$ cat src/rtl/uart_pkg.sv
// Shared state encoding and parity-mode constants for the UART transmitter.
package uart_pkg;

  typedef enum logic [2:0] {
    ST_IDLE   = 3'd0,
    ST_START  = 3'd1,
    ST_DATA   = 3'd2,
    ST_PARITY = 3'd3,
    ST_STOP   = 3'd4
  } tx_state_e;

  localparam int PAR_NONE = 0;
  localparam int PAR_EVEN = 1;
  localparam int PAR_ODD  = 2;

  function automatic bit has_parity(input int mode);
    return mode != PAR_NONE;
  endfunction

endpackage

$ cat src/rtl/uart_baud_cnt.sv
// Bit-period counter: counts 0..CLKS_PER_BIT-1 while enabled and restarts at
// every bit boundary; pre_tick flags the cycle before the boundary.
module uart_baud_cnt #(
  parameter int CLKS_PER_BIT = 10416
) (
  input  logic clk,
  input  logic reset_n,
  input  logic en,
  input  logic clr,
  output logic bit_tick,
  output logic pre_tick
);

  localparam int CW = $clog2(CLKS_PER_BIT);
  localparam logic [CW-1:0] LAST     = CW'(CLKS_PER_BIT - 1);
  localparam logic [CW-1:0] PRE_LAST = CW'(CLKS_PER_BIT - 2);

  logic [CW-1:0] cnt_q, cnt_d;

  assign bit_tick = en && (cnt_q == LAST);
  assign pre_tick = en && (cnt_q == PRE_LAST);

  always_comb begin
    cnt_d = cnt_q;
    if (clr || bit_tick) begin
      cnt_d = '0;
    end else if (en) begin
      cnt_d = cnt_q + 1'b1;
    end
  end

  always_ff @(posedge clk or negedge reset_n) begin
    if (!reset_n) begin
      cnt_q <= '0;
    end else begin
      cnt_q <= cnt_d;
    end
  end

endmodule

$ cat src/rtl/uart_tx_param.sv
// Parameterised UART transmitter with registered outputs.
// Optional line-break input tx_break is compiled in with UART_TX_BREAK_EN.
//
//   state     | meaning
//   ST_IDLE   | line high (low during break), tx_ready high unless break
//   ST_START  | start bit, line low
//   ST_DATA   | data bits, LSB first, from the shift register
//   ST_PARITY | parity bit (skipped when PARITY_MODE is none)
//   ST_STOP   | STOP_BITS stop bits, line high; tx_done on final cycle
module uart_tx_param
  import uart_pkg::*;
#(
  parameter int CLKS_PER_BIT = 10416,
  parameter int DATA_BITS    = 8,
  parameter int PARITY_MODE  = 1,
  parameter int STOP_BITS    = 1
) (
  input  logic                 clk,
  input  logic                 reset_n,
  input  logic [DATA_BITS-1:0] tx_data,
  input  logic                 tx_valid,
`ifdef UART_TX_BREAK_EN
  input  logic                 tx_break,
`endif
  output logic                 tx_ready,
  output logic                 out_tx,
  output logic                 tx_busy,
  output logic                 tx_done
);

  localparam int BW = $clog2(DATA_BITS);
  localparam logic [BW-1:0] LAST_BIT = BW'(DATA_BITS - 1);
  localparam logic          LAST_STOP = (STOP_BITS == 2);
  localparam bit            HAS_PAR = has_parity(PARITY_MODE);

  tx_state_e            state_q, state_d;
  logic [DATA_BITS-1:0] shift_q, shift_d;
  logic [BW-1:0]        bit_cnt_q, bit_cnt_d;
  logic                 stop_cnt_q, stop_cnt_d;
  logic                 parity_q, parity_d;
  logic                 out_tx_q, out_tx_d;
  logic                 tx_ready_q, tx_ready_d;
  logic                 tx_busy_q, tx_busy_d;
  logic                 tx_done_q, tx_done_d;
  logic                 brk_d;
  logic                 handshake;
  logic                 baud_en;
  logic                 bit_tick;
  logic                 pre_tick;

  assign handshake = tx_valid && tx_ready_q;
  assign baud_en   = (state_q != ST_IDLE);

  uart_baud_cnt #(
    .CLKS_PER_BIT(CLKS_PER_BIT)
  ) u_baud (
    .clk     (clk),
    .reset_n (reset_n),
    .en      (baud_en),
    .clr     (!baud_en),
    .bit_tick(bit_tick),
    .pre_tick(pre_tick)
  );

  // A break request only takes hold once the line is (or is about to be) idle,
  // so a frame in flight always completes first.
`ifdef UART_TX_BREAK_EN
  assign brk_d = tx_break && (state_d == ST_IDLE);
`else
  assign brk_d = 1'b0;
`endif

  always_ff @(posedge clk or negedge reset_n) begin
    if (!reset_n) begin
      state_q    <= ST_IDLE;
      shift_q    <= '0;
      bit_cnt_q  <= '0;
      stop_cnt_q <= 1'b0;
      parity_q   <= 1'b0;
      out_tx_q   <= 1'b1;
      tx_ready_q <= 1'b0;
      tx_busy_q  <= 1'b0;
      tx_done_q  <= 1'b0;
    end else begin
      state_q    <= state_d;
      shift_q    <= shift_d;
      bit_cnt_q  <= bit_cnt_d;
      stop_cnt_q <= stop_cnt_d;
      parity_q   <= parity_d;
      out_tx_q   <= out_tx_d;
      tx_ready_q <= tx_ready_d;
      tx_busy_q  <= tx_busy_d;
      tx_done_q  <= tx_done_d;
    end
  end

  always_comb begin
    state_d    = state_q;
    shift_d    = shift_q;
    bit_cnt_d  = bit_cnt_q;
    stop_cnt_d = stop_cnt_q;
    parity_d   = parity_q;
    unique case (state_q)
      ST_IDLE: begin
        if (handshake) begin
          state_d    = ST_START;
          shift_d    = tx_data;
          parity_d   = (^tx_data) ^ (PARITY_MODE == PAR_ODD);
          bit_cnt_d  = '0;
          stop_cnt_d = 1'b0;
        end
      end
      ST_START: begin
        if (bit_tick) state_d = ST_DATA;
      end
      ST_DATA: begin
        if (bit_tick) begin
          shift_d = shift_q >> 1;
          if (bit_cnt_q == LAST_BIT) begin
            bit_cnt_d = '0;
            state_d   = HAS_PAR ? ST_PARITY : ST_STOP;
          end else begin
            bit_cnt_d = bit_cnt_q + 1'b1;
          end
        end
      end
      ST_PARITY: begin
        if (bit_tick) state_d = ST_STOP;
      end
      ST_STOP: begin
        if (bit_tick) begin
          if (stop_cnt_q == LAST_STOP) begin
            state_d    = ST_IDLE;
            stop_cnt_d = 1'b0;
          end else begin
            stop_cnt_d = 1'b1;
          end
        end
      end
      default: state_d = ST_IDLE;
    endcase
  end

  // Outputs are computed from next-state values so the registered copies line
  // up with the state they describe; tx_done is set one cycle early to land on
  // the final stop-bit cycle.
  always_comb begin
    out_tx_d   = 1'b1;
    tx_ready_d = 1'b0;
    tx_busy_d  = (state_d != ST_IDLE);
    tx_done_d  = (state_q == ST_STOP) && (stop_cnt_q == LAST_STOP) && pre_tick;
    case (state_d)
      ST_IDLE: begin
        out_tx_d   = !brk_d;
        tx_ready_d = !brk_d;
      end
      ST_START:  out_tx_d = 1'b0;
      ST_DATA:   out_tx_d = shift_d[0];
      ST_PARITY: out_tx_d = parity_d;
      default:   out_tx_d = 1'b1;
    endcase
  end

  assign tx_ready = tx_ready_q;
  assign out_tx   = out_tx_q;
  assign tx_busy  = tx_busy_q;
  assign tx_done  = tx_done_q;

endmodule
$ cat config.mk
export PLATFORM = sky130hd
export DESIGN_NAME = uart_tx_param
export DESIGN_NICKNAME = d
export VERILOG_FILES = /design/src/rtl/uart_pkg.sv /design/src/rtl/uart_baud_cnt.sv /design/src/rtl/uart_tx_param.sv
export SDC_FILE = /design/constraint.sdc
export NUM_CORES = 1
export LEC_CHECK = 0
export CAP_MARGIN = 20
export CORE_MARGIN = 2
export CORE_UTILIZATION = 39
export CTS_CLUSTER_DIAMETER = 60
export DETAILED_ROUTE_END_ITERATION = 8
export GPL_ROUTABILITY_DRIVEN = 0
export SLEW_MARGIN = 10
export SYNTH_ARGS = -nofsm -noshare
export SYNTH_HDL_FRONTEND = slang
export SYNTH_HIERARCHICAL = 1
export SYNTH_SLANG_ARGS = --single-unit
$ cat constraint.sdc
create_clock -name clk -period 7.85 [get_ports clk]
set_input_delay 1.57 -clock clk [delete_from_list [all_inputs] [get_ports clk]]
set_output_delay 1.57 -clock clk [all_outputs]
set_load 0.02 [all_outputs]
==> results.cfg, run 1 <==
[worst_setup_path]
crit_path_end_kind = flop
arrival_ns = 3.74
path_class = reg -> reg
rr_worst_depth = 8
critPathLaunchType = flop
worstReg2RegStart = state_q[2]$_DFF_PN0_
cp_max_fo = 11
cp.required_ns = 8.06
setup.worst_path.start = state_q[2]$_DFF_PN0_

[placement]
dpl.hpwl_um = 2320
port_buffers = 14
dp_slack_ns = 4.37
dp_cells = 226

[finish]
fin_cells = 234
antennaDiodeCount = 0
drive_above_1_share = 0.0978
num-nets-final = 198
syn_to_final_growth_pct = 15.0

[synthesis]
synth_area_leader_cell = dfrtp_1
avgSynthCellArea_um2 = 10.0
yosysUniqueCellTypes = 41
synthTopCellsByArea = dfrtp_1, xnor2_1, nand2_1
synth_ff_type = dfrtp_1
async_reset_ff_frac = 1.00
synth_cells = 169
synth_nets = 184
yosysSeqAreaShare = 0.488
syn_area_um2 = 1700
synth_seq_cells = 33
synth_warnings = 6
synth.most_common_cell = dfrtp_1
synth_edf_count = 0
ys_top_cells_by_count = dfrtp_1, nand2_1, nor2_1
yosysTopAreaCellShare = 0.472

[route]
drc = 0
wl_um = 3250
viasPerCell = 5.27
dr.pass1.iters = 4
vias = 1234
postRouteAntennaNets = 0
drtIter0Drc = 108
wire_per_inst_um = 13.9

[clock_tree]
cts.repair.resized = 0
cts_buffers = 5
clkSlewWorstSetupHoldPaths_ns = 0.07
cts_tree = yes
insertion_delay_ns = 0.29
cts_root_buffer = clkbuf_8
h-tree-depth = 2
cts_setup_buffers = 0
clock-sinks = 33
cts_hold_buf = 0
clock_path_buffers = 2

[global_route]
grt_pass1_vias = 1314
overflow = 0
grt_pass1_wl_um = 5850
antenna_found_initial = 0
grt_max_degree = 34
grt_use_total = 0.151

[sta]
rsz0062_at_grt = false
fin_ws_ns = 4.32
worst_pin_slew_ns = 0.954
finalHoldViolations = 0
skew_ns = 0.00402
setup-tns-final_ns = 0
setup_viol = 0
period_share = 0.450
period_needed_ns = 3.53
slew_violations = 0
relSlewSlack = 0.363
fmax_mhz = 283
hold_slack_ns = 0.469

[min_path]
whs_path_depth = 2
hold_path_startpoint = shift_q[1]$_DFFE_PN0P_
min_path_type = reg -> reg

[pwr]
leakage_uw = 0.000791
p_per_area_nw_per_um2 = 161
max-vdd-ir-drop_mv = 0.0956

[floorplan]
die_y_um = 69.9
pin_count = 15
core-area_um2 = 4090
initial_core_util = 0.415
die_w_um = 69.9
num_rows = 23
fp.dieArea_um2 = 4890

[outcome]
outcome = completed

[run]
drv_cap = 0
-- final cells by class --
| cell class | count | area, um2 |
|---|---|---|
| clock buffer | 5 | 68.8 |
| clock inverter | 3 | 17.5 |
| fill | 369 | 2140 |
| inverter | 3 | 11.3 |
| multi-input combinational | 125 | 815 |
| sequential | 33 | 827 |
| tap | 50 | 62.6 |
| timing repair buffer | 15 | 148 |
-- stage by stage --
step           instance area [um2]  total power, uW  utilization
3_5_place_dp                  1860              190        0.456
3_3_place_gp                  1860              189        0.456
6_report                      1950              313        0.477
5_1_grt                       1950              328        0.477
2_1_floorplan                 1700              179            -
4_1_cts                       1950              318        0.477
-- layout by cell type (no fill, tap or decap), types with 2 or more instances in the layout --
cell type / netlist / final
dfrtp_1: 32 / 32
nand2_1: 25 / 25
nor2_1: 18 / 18
xnor2_1: 14 / 14
clkdlybuf4s50_1: 0 / 14
nand4_1: 7 / 7
o21ai_0: 6 / 6
a22oi_1: 6 / 6
a21oi_1: 5 / 5
nand3_1: 5 / 5
clkbuf_8: 0 / 5
ha_1: 4 / 4
xor2_1: 4 / 4
inv_1: 3 / 3
nand2b_1: 3 / 3
nor3_1: 3 / 3
or4_1: 2 / 2
clkinv_2: 0 / 2
nor4b_1: 2 / 2
-- state kept, by name, indices dropped and copies added (netlist names) --
name,flops
tx_ready,1
out_tx,1
state_q,3
tx_busy,1
shift_q,8
u_baud/cnt_q,14
parity_q,1
bit_cnt_q,3
tx_done,1
-- layer usage --
metal,share of wire,up-vias,global-route usage
li1,-,617,-
met1,0.48,590,0.191
met2,0.47,21,0.238
met3,0.032,6,0.0375
met4,0.022,0,0.0791
met5,0,-,0
-- power by group --
part | total, uW | internal, uW | switching [uW] | leakage (uW)
sequential | 170 | 170 | 0 | 0.000417
clock | 127 | 61.1 | 65.7 | 0.0000439
combinational | 16.1 | 8.66 | 7.46 | 0.000330
-- critical path, stage by stage (launching register included) --
cell and delay, ns:
dfrtp_1 0.54, nor3_4 0.12, inv_1 0.24, nand4_1 0.30
nor3b_1 0.61, nor4bb_4 0.70, a31oi_1 0.33, a221o_2 0.46
a2bb2oi_2 0.16
-- final timing paths --
kind / end / slack (ns)
min in group asynchronous: tx_done$_DFF_PN0_ / 1.68
hold reg to reg: shift_q[1]$_DFFE_PN0P_ / 0.47
hold / removal: shift_q[1]$_DFFE_PN0P_ / 0.47
setup / recovery: out_tx$_DFF_PN1_ / 4.32
max in group asynchronous: out_tx$_DFF_PN1_ / 5.85
setup reg to reg: out_tx$_DFF_PN1_ / 4.32
-- logic make-up after synthesis --
| family | Yosys count | synth area share |
|---|---|---|
| AND/OR/NAND/NOR | 77 | 0.253 |
| flip-flops | 33 | 0.488 |
| AO/OA/AOI/OAI | 26 | 0.105 |
| XOR/XNOR | 18 | 0.0930 |
| buffers and inverters | 11 | 0.0317 |
| adder cells (fa/ha/maj) | 4 | 0.0295 |
Note: power is estimated with default switching activity, not from simulation.
==> run 2, diff against run 1 <==
clock period = 3.3 ns   (was 7.85 ns; I/O delays follow)
==> run 2 against run 1 <==
Clock-buffer cell count increased by 2. Setup slack worse by 3.8 ns. Sequential share of layout area down 1.1 points. Maximum frequency increased by 27%. Combinational power is 140% higher. Largest power group unchanged. Global-route usage is essentially flat. Critical path depth is the same. First-iteration DRC count rose by 1.9%. Core utilization increased by 1.3 points.
==> results.cfg, run 2 (synthesis results as in run 1) <==
[route]
viasPerCell = 5.32
postRouteAntennaNets = 0
vias = 1261
wire_per_inst_um = 13.6
wl_um = 3230
dr.pass1.iters = 4
drtIter0Drc = 110
drc = 0

[pwr]
p_sw_uw = 157
intPower_uw = 671
max-vdd-ir-drop_mv = 0.161
clkPwrFrac = 0.466
p_seq_frac = 0.488
p_sw_frac = 0.190
leakage_uw = 0.000821
p_per_area_nw_per_um2 = 414
comb_power_share = 0.046

[clock_tree]
cts_root_buffer = clkbuf_8
insertion_delay_ns = 0.28
cts_tree = yes
clock-sinks = 33
clkSlewWorstSetupHoldPaths_ns = 0.07
cts_buffers = 5
cts_setup_buffers = 0
clock_path_buffers = 2
cts_hold_buf = 0
h-tree-depth = 2
cts.repair.resized = 0

[run]
drv_cap = 0

[worst_setup_path]
setup.worst_path.start = state_q[2]$_DFF_PN0_
cp.required_ns = 3.50
cp_max_fo = 11
critPathLaunchType = flop
path_class = reg -> reg
reg2reg_slack_ns = 0.51
rr_worst_depth = 8
worstReg2RegStart = state_q[2]$_DFF_PN0_
arrival_ns = 2.99
crit_path_end_kind = flop
rr_endpoint = out_tx$_DFF_PN1_

[global_route]
grt_max_degree = 34
antenna_found_initial = 0
grt_use_total = 0.151
grt_pass1_wl_um = 5950
overflow = 0
grt_pass1_vias = 1292

[sta]
period_needed_ns = 2.79
slew_violations = 0
hold_slack_ns = 0.471
rsz0062_at_grt = false
fmax_mhz = 359
period_share = 0.845
relSlewSlack = 0.392
setup-tns-final_ns = 0
finalHoldViolations = 0
skew_ns = 0.00603
worst_pin_slew_ns = 0.907
setup_viol = 0

[outcome]
outcome = completed

[finish]
layout_common_cells = dfrtp_1, nand2_1, nor2_1
top_register = u_baud/cnt_q
final_common_cell = dfrtp_1
num-nets-final = 201
syn_to_final_growth_pct = 18.1
final_area_um2 = 2000
antennaDiodeCount = 0
reg_top3 = u_baud/cnt_q: 14 flops, shift_q: 8 flops
drive_above_1_share = 0.107
largest_register_ffs = 14

[placement]
dpl.hpwl_um = 2360
placed_cell_area_um2 = 1890
port_buffers = 14

[min_path]
min_path_type = reg -> reg
whs_path_depth = 2
hold_end = shift_q[1]$_DFFE_PN0P_
hold_path_startpoint = shift_q[1]$_DFFE_PN0P_

[floorplan]
fp.dieArea_um2 = 4890
num_rows = 23
core-area_um2 = 4090
initial_core_util = 0.415
pin_count = 15
die_w_um = 69.9
die_y_um = 69.9
## run 2: changes by cell type in the layout (fill, tap and decap cells not counted)
cell,change
buf_4,+3
clkbuf_1,+1
bufinv_16,+1
clkinv_2,-2
clkbuf_8,+1
clkinvlp_4,-1
## run 2: critical path: stages, from the launching register on
cell and delay, ns:
dfrtp_1 0.56, nor3_4 0.11, inv_1 0.24, nand4_1 0.28
nor3b_1 0.33, nor4bb_4 0.36, a31oi_1 0.22, a221o_2 0.45
a2bb2oi_2 0.16
## run 2: worst max-delay path by stage
stage / slack, ns / cells past startpoint / end
after floorplan: 0.83 / 10 / out_tx$_DFF_PN1_
after global placement: 0.58 / 8 / out_tx$_DFF_PN1_
after detailed placement: 0.52 / 8 / out_tx$_DFF_PN1_
after CTS: 0.49 / 8 / out_tx$_DFF_PN1_
after global routing: 0.28 / 8 / out_tx$_DFF_PN1_
final: 0.51 / 8 / out_tx$_DFF_PN1_
## run 2: power groups by stage
stage / clock network [uW] / registers [uW] / logic (uW)
after CTS: 397 / 404 / 39.2
after global placement: 0 / 412 / 38.6
after detailed placement: 0 / 412 / 39.1
after floorplan: 0 / 412 / 14.2
after global routing: 418 / 404 / 42.8
final: 386 / 405 / 38.1
## run 2: layout make-up
cell class | count | area, um2
clock inverter | 1 | 30.0
inverter | 3 | 11.3
multi-input combinational | 125 | 815
timing repair buffer | 18 | 170
tap | 50 | 62.6
sequential | 33 | 827
clock buffer | 7 | 86.3
fill | 393 | 2080
## run 2: routing by layer
| metal | global-route usage | vias to the layer above | routed length (um) |
|---|---|---|---|
| li1 | - | 623 | - |
| met1 | 0.192 | 608 | 1520 |
| met2 | 0.250 | 28 | 1540 |
| met3 | 0.0418 | 2 | 159 |
| met4 | 0.0449 | 0 | 19 |
| met5 | 0 | - | 0 |
## run 2: through the flow
stage / total power (uW) / util / std cells / setup WS, ns
CTS: 840 / 0.490 / 237 / 0.491
floorplan: 426 / - / 169 / 0.830
detailed placement: 451 / 0.461 / 229 / 0.525
global route: 865 / 0.490 / 237 / 0.277
global placement: 451 / 0.461 / 229 / 0.584
finish: 828 / 0.490 / 237 / 0.513
